## config.mk

```make
export PLATFORM = sky130hd
export DESIGN_NAME = block_ram_arbiter
export DESIGN_NICKNAME = d
export VERILOG_FILES = /design/src/rtl/block_ram_arbiter.sv
export SDC_FILE = /design/constraint.sdc
export NUM_CORES = 1
export LEC_CHECK = 0
export ABC_AREA = 0
export BUFFER_PORTS_ARGS = -buffer_cell sky130_fd_sc_hd__buf_2
export CORE_AREA = 5 5 96 98
export CTS_BUF_LIST = sky130_fd_sc_hd__clkbuf_16
export CTS_CLUSTER_SIZE = 20
export DETAILED_ROUTE_END_ITERATION = 8
export DIE_AREA = 0 0 101 103
export GPL_TIMING_DRIVEN = 0
export HOLD_SLACK_MARGIN = 0.1
export MAX_ROUTING_LAYER = met4
export PLACE_DENSITY_LB_ADDON = 0.12
export SYNTH_ARGS = -nofsm -noshare
export SYNTH_HDL_FRONTEND = slang
export SYNTH_SLANG_ARGS = --single-unit
export TNS_END_PERCENT = 1
```

## constraint.sdc

```tcl
create_clock -name clock -period 2.37 [get_ports clock]
set_input_delay 0.474 -clock clock [delete_from_list [all_inputs] [get_ports clock]]
set_output_delay 0.474 -clock clock [all_outputs]
set_load 0.02 [all_outputs]
```

## src/rtl/block_ram_arbiter.sv

```systemverilog
// block_ram_arbiter: shares one single-ported block RAM between an
// instruction-fetch requester (A) and a load/store requester (B).
// Round-robin arbitration with a bounded burst lock keeps either side from
// starving the other; the RAM's 1-cycle registered read data is steered back
// to whichever side issued the access.
module block_ram_arbiter #(
  parameter int ADDR_W    = 12,
  parameter int DATA_W    = 32,
  parameter int MAX_BURST = 4
) (
  input  logic                clock,
  input  logic                rst_n,
  input  logic                a_valid,
  output logic                a_ready,
  input  logic [ADDR_W-1:0]   a_addr,
  input  logic                a_wren,
  input  logic [DATA_W-1:0]   a_wdata,
  input  logic [DATA_W/8-1:0] a_wmask,
  output logic                a_rvalid,
  output logic [DATA_W-1:0]   a_rdata,
  input  logic                b_valid,
  output logic                b_ready,
  input  logic [ADDR_W-1:0]   b_addr,
  input  logic                b_wren,
  input  logic [DATA_W-1:0]   b_wdata,
  input  logic [DATA_W/8-1:0] b_wmask,
  output logic                b_rvalid,
  output logic [DATA_W-1:0]   b_rdata,
  output logic                ram_cs,
  output logic [ADDR_W-1:0]   ram_addr,
  output logic                ram_wren,
  output logic [DATA_W-1:0]   ram_wdata,
  output logic [DATA_W/8-1:0] ram_wmask,
  input  logic [DATA_W-1:0]   ram_rdata
);

  localparam int               CNT_W   = $clog2(MAX_BURST + 1);
  localparam logic [CNT_W-1:0] CNT_MAX = CNT_W'(MAX_BURST);
  localparam logic [CNT_W-1:0] CNT_ONE = CNT_W'(1);
  localparam logic             SIDE_A  = 1'b0;
  localparam logic             SIDE_B  = 1'b1;

  logic             last_grant;
  logic [CNT_W-1:0] burst_cnt;
  logic             resp_valid;
  logic             resp_owner;
  logic             grant_any;
  logic             grant_side;

  // Pick this cycle's winner. Holding reset masks every grant so the RAM
  // never sees a chip-select while the arbiter is being reset.
  always_comb begin
    grant_any  = 1'b0;
    grant_side = last_grant;
    if (rst_n) begin
      if (a_valid && b_valid) begin
        grant_any  = 1'b1;
        // A saturated counter means the current owner has used its burst
        // (or the lock was released by an idle cycle): hand over.
        grant_side = (burst_cnt < CNT_MAX) ? last_grant : ~last_grant;
      end else if (a_valid) begin
        grant_any  = 1'b1;
        grant_side = SIDE_A;
      end else if (b_valid) begin
        grant_any  = 1'b1;
        grant_side = SIDE_B;
      end
    end
  end

  assign a_ready = grant_any && (grant_side == SIDE_A);
  assign b_ready = grant_any && (grant_side == SIDE_B);
  assign ram_cs  = grant_any;

  // Steer the granted request onto the RAM; fields read as zero when idle.
  always_comb begin
    ram_addr  = '0;
    ram_wren  = 1'b0;
    ram_wdata = '0;
    ram_wmask = '0;
    if (grant_any) begin
      if (grant_side == SIDE_A) begin
        ram_addr  = a_addr;
        ram_wren  = a_wren;
        ram_wdata = a_wdata;
        ram_wmask = a_wmask;
      end else begin
        ram_addr  = b_addr;
        ram_wren  = b_wren;
        ram_wdata = b_wdata;
        ram_wmask = b_wmask;
      end
    end
  end

  // Arbitration history and the one-deep response tracker.
  always_ff @(posedge clock or negedge rst_n) begin
    if (!rst_n) begin
      // Starting as "B owned a full burst" makes the first contest go to A.
      last_grant <= SIDE_B;
      burst_cnt  <= CNT_MAX;
      resp_valid <= 1'b0;
      resp_owner <= SIDE_A;
    end else begin
      resp_valid <= grant_any;
      resp_owner <= grant_side;
      if (!grant_any) begin
        burst_cnt <= CNT_MAX;
      end else if (grant_side == last_grant) begin
        if (burst_cnt != CNT_MAX) begin
          burst_cnt <= burst_cnt + CNT_ONE;
        end
      end else begin
        last_grant <= grant_side;
        burst_cnt  <= CNT_ONE;
      end
    end
  end

  assign a_rvalid = resp_valid && (resp_owner == SIDE_A);
  assign b_rvalid = resp_valid && (resp_owner == SIDE_B);
  assign a_rdata  = a_rvalid ? ram_rdata : '0;
  assign b_rdata  = b_rvalid ? ram_rdata : '0;

endmodule
```

Word-level counts from Yosys, hierarchy flattened
Index checks and enable logic that the tools add are counted.
Operators by class
  add/subtract/negate cells: 1
  $mul: 0
  div/mod/pow operators: 0
  magnitude comparators: 1
  equal/unequal tests: 3
  shift-type cells: 0
  muxes and demuxes: 22
  bitwise gates (word level): 4
  reductions and logical operators: 6
Operators by type and width (count)
  $mux W32: 4
  $mux W12: 2
  $mux W1: 11
  $mux W3: 3
  $mux W4: 2
  $logic_and A1 B1 Y1: 5
  $not A1 Y1: 4
  $add A3 B1 Y3 const B: 1
  $lt A3 B3 Y1 const B: 1
  $ne A3 B2 Y1 const B: 1
  $ne A3 B3 Y1 const B: 1
  $reduce_and A2 Y1: 1
  $eq A1 B1 Y1: 1
Storage, ports and cells
  register bits: 6
  bits in latches: 0
  memory bits (writable): 0
  ROM bits: 0
  output and inout port bits: 118
  logic and storage cells: 41
  memories: 0

Depth between registers and ports, before layout
  word-level depth: 7
  gate-level depth with buffers: 5
  mapped depth without buffers: 5

Worst setup path before layout
Ideal clock, no wire load.
  path kind: reg-to-output
  from: register burst_cnt[2]
  to: output port ram_wdata[18]
  arrival: 1.433 ns
  setup slack: 0.463 ns
  stages on the path, launching flop included: 5
  path buffers: 1
  path through: dfstp_2 > xor2_1 > o211a_1 > buf_2 > a22o_1
Between the ends
  word-level cells in the longest chain between the ends: 6
Ends and longest elaborated chain
  from (decl): line 44  | logic [CNT_W-1:0] burst_cnt;
  from (signal assigned): line 111  | burst_cnt <= burst_cnt + CNT_ONE;
  $lt A3 B3 Y1: line 60  | grant_side = (burst_cnt < CNT_MAX) ? last_grant : ~last_grant;
  $mux W1: line 60
  $mux W1: line 56  | if (a_valid && b_valid) begin
  $mux W1: line 55  | if (rst_n) begin
  $mux W32: line 82  | if (grant_side == SIDE_A) begin
  $mux W32: line 81  | if (grant_any) begin
  to (decl): line 32  | output logic [DATA_W-1:0] ram_wdata,
Every way passes these cells.

Final worst setup path
  from: register burst_cnt[2]
  to: output port ram_wmask[3]
Between the ends
  word-level cells in the longest chain between the ends: 6
Ends and longest elaborated chain
  $lt A3 B3 Y1: line 60
  $mux W1: line 60
  $mux W1: line 56
  $mux W1: line 55
  $mux W4: line 82
  $mux W4: line 81
  to (decl): line 33  | output logic [DATA_W/8-1:0] ram_wmask,
Every way passes these cells.

==> results.md <==
* Status: complete, no violations
* Storage cell area at about 150 um2
* Peak supply drop at ~0.21 mV
* Die height at 103 um
* Synthesized area at 0.001262 mm2
* Worst R2R End: burst_cnt[0]
* Most common cell after layout, fill and taps aside: buf_2
* CTS tree: yes
* Worst hold slack at 0.1099 ns
* Async set or reset register ratio after synthesis at 100.0%
* First-pass GRT wire length at roughly 11000 um
* TritonCTS buffer count at 3
* Final setup vio count at 0
* Final hold viol count at 0
* Total of max-cap violations at 0
* Area leader, netlist: a22o_1
* Internal power at 698.4 uW
* Yosys top cell area share at 33.99%
* Root buf cell: clkbuf_16
* Post-CTS Hold Buffers at 0
* Area of the multi-input gates at around 0.0011 mm2
* Flop pwr share at 12.5%
* Slew Limit Fails at 0
* Vias in the first global route at roughly 2100
* Gr usage total at 13.29%
* Max-slew headroom at 76.04%
* CP arrival at 1.82 ns
* Nets at 560
* Post-synthesis sequential area ratio at 12.09%
* Clk pwr share at 21.6%
* Kind of critical path: reg2out
* Share of layout cells above drive strength 1 at 64.07%
* Die Wd at 101 um
* H-tree depth at 1
* Critical Path End Type: output pin
* Layout fillers at 933
* Via Count at approximately 2300
* Synth cell types at 24
* RSZ-0062 raised after global routing: yes
* Layout area overhead at 120.6%
* Post-synth EDFFs at 0
* Detailed-route wire length per cell at 15.21 um
* # diodes at 0
* CP Launch Type: flip-flop
* Leakage at 0.001870 uW
* Launching point of the worst reg2reg path: last_grant
* Comb power frac at around 66%
* Worst EP required at 1.90 ns
* YS warnings at 0
* Critical path fanouts, max at 10
* Avg Synthesized Cell Area at 7.515 um2
* Worst Max-Slew Pin Slew at 0.3594 ns
* Iter 0 DRT Violations at 43
* Initial core utilization at 15.06%
* Synth area leaders: a22o_1 (34%), and2_1 (16%), and3_1 (16%), dfrtp_1 (7.9%), dfstp_2 (4.2%)
* R2r worst-path depth at 3
* GR Overflow Total at 0
* HPWL after DPL at 7141 um
* WL final at 8078 um
* Post-synth top flop: dfrtp_1
* Antenna Nets Post-Route at 0
* Initial antenna violation count at 0
* Final Critical Period at between 2 and 2.5 ns
* Worst-skew pair later-pin latency at 0.23 ns
* Upper clock frequency limit at 435.6 MHz
* Gate count after technology mapping at about 170
* Final Power at 1281 uW
* Row cnt at 34
* Drt via density at 4.380
* Die ar. at 0.01040 mm2
* Remaining DRCs at 0
* IO Pins at roughly 250
* NetSw at 582.6 uW
* Worst-path clk slew at 0.04 ns
* Syn nets at 304
* PortBufs at 251
* Most frequent cells in the layout: buf_2 (256), a22o_1 (49), and2_1 (33)
* Pwr/cell area at 460.0 mW/mm2
* Core area at 0.008381 mm2
* Final Cycle Share at about 97%
* Skew final at 0.002968 ns
* Largest net degree at the start of global routing at 13
* Placer Congestion at 0.7902
* Reg2reg setup slack at 0.97 ns
* Yosys reg bits at 6
* CTS max path bufs at 2
* Sink Count at 6
* Worst hold path class: in2async
* Switching Fraction at 45.48%
* First-pass DRT Iterations at 4
==> per-layer routing <==
metal / wire [um] / vias to the layer above / GRT usage, %
li1: - / 1143 / -
met1: 2834 / 1033 / 14.40
met2: 4270 / 146 / 25.16
met3: 912 / 4 / 2.909
met4: 60 / 0 / 2.147
met5: 0 / - / -
==> critical path: stages, from the launching register on <==
cell and delay [ns]:
dfstp_2 0.63, xor2_4 0.21, o211a_4 0.22, buf_2 0.22, a22o_1 0.15, buf_2 0.16
==> cell families (layout without fill, tap and decap cells) <==
group | count (synthesis) | in the layout | share of synthesized area (%)
and+or+nand+nor | 73 | 73 | 35.28
AOI/OAI and AO/OA | 60 | 60 | 39.74
buffers and inverters | 23 | 278 | 7.829
DFF | 6 | 6 | 12.09
adders and majority gates | 2 | 2 | 1.982
xor gates and xnor gates | 2 | 2 | 1.388
muxes | 2 | 2 | 1.685
==> synthesized netlist by cell type, types with 2 or more instances <==
cell	number
a22o_1	49
and2_1	33
and3_1	32
buf_2	10
clkbuf_1	9
dfrtp_1	4
inv_1	4
a21oi_1	3
nand2_1	3
o21ai_0	3
a211oi_1	2
dfstp_2	2
ha_1	2
o211a_1	2
==> how the worst max path moves through the flow <==
stage | start | endpoint | slack [ns] | depth (start not counted)
floorplan | burst_cnt[2] | ram_wdata[18] | 0.46 | 4
global placement | rst_n | ram_wdata[13] | 0.03 | 6
detailed placement | rst_n | ram_wdata[22] | -0.005 | 6
CTS | burst_cnt[2] | ram_wdata[22] | -0.01 | 5
global route | last_grant | ram_wdata[0] | -0.007 | 5
finish | burst_cnt[2] | ram_wmask[3] | 0.07 | 5
==> power by group through the flow <==
stage / Clock (uW) / Combinational (uW) / Sequential, uW
after floorplan: 0 / 496 / 145
after global placement: 0 / 832 / 155
after detailed placement: 0 / 834 / 154
after CTS: 279 / 841 / 154
after global routing: 285 / 913 / 165
final: 277 / 844 / 160
==> metrics by stage <==
stage | util (%) | setup TNS (ns) | cell area (um2) | instances | setup WS (ns)
after floorplan | - | 0 | 1262 | 168 | 0.4634
after global placement | 31.67 | 0 | 2654 | 527 | 0.02791
after detailed placement | 31.67 | -0.005465 | 2654 | 527 | -0.005465
after CTS | 32.74 | -0.02026 | 2744 | 531 | -0.009863
after global routing | 33.23 | -0.01065 | 2785 | 531 | -0.007223
final | 33.23 | 0 | 2785 | 531 | 0.07440
==> timing repair <==
action / CTS / global route
setup buffers: 0 / 0
resized for setup: 4 / 8
pin swaps: 0 / 1
setup endpoints to repair: 49 / 52
==> sequential cells by signal (all words and copies together), names as in the netlist <==
name / cells
last_grant: 1
resp_owner: 1
burst_cnt: 3
resp_valid: 1
==> cell type report <==
cell class                      instances  area share (%)
Tap cell                              108           4.852
Multi-Input combinational cell        139           37.74
Clock inverter                          1          0.1348
Sequential cell                         6           5.481
Inverter                                4          0.5391
Buffer                                 19           3.369
Timing Repair Buffer                  251           45.19
Clock buffer                            3           2.695
(Power assumes the default switching activity.)
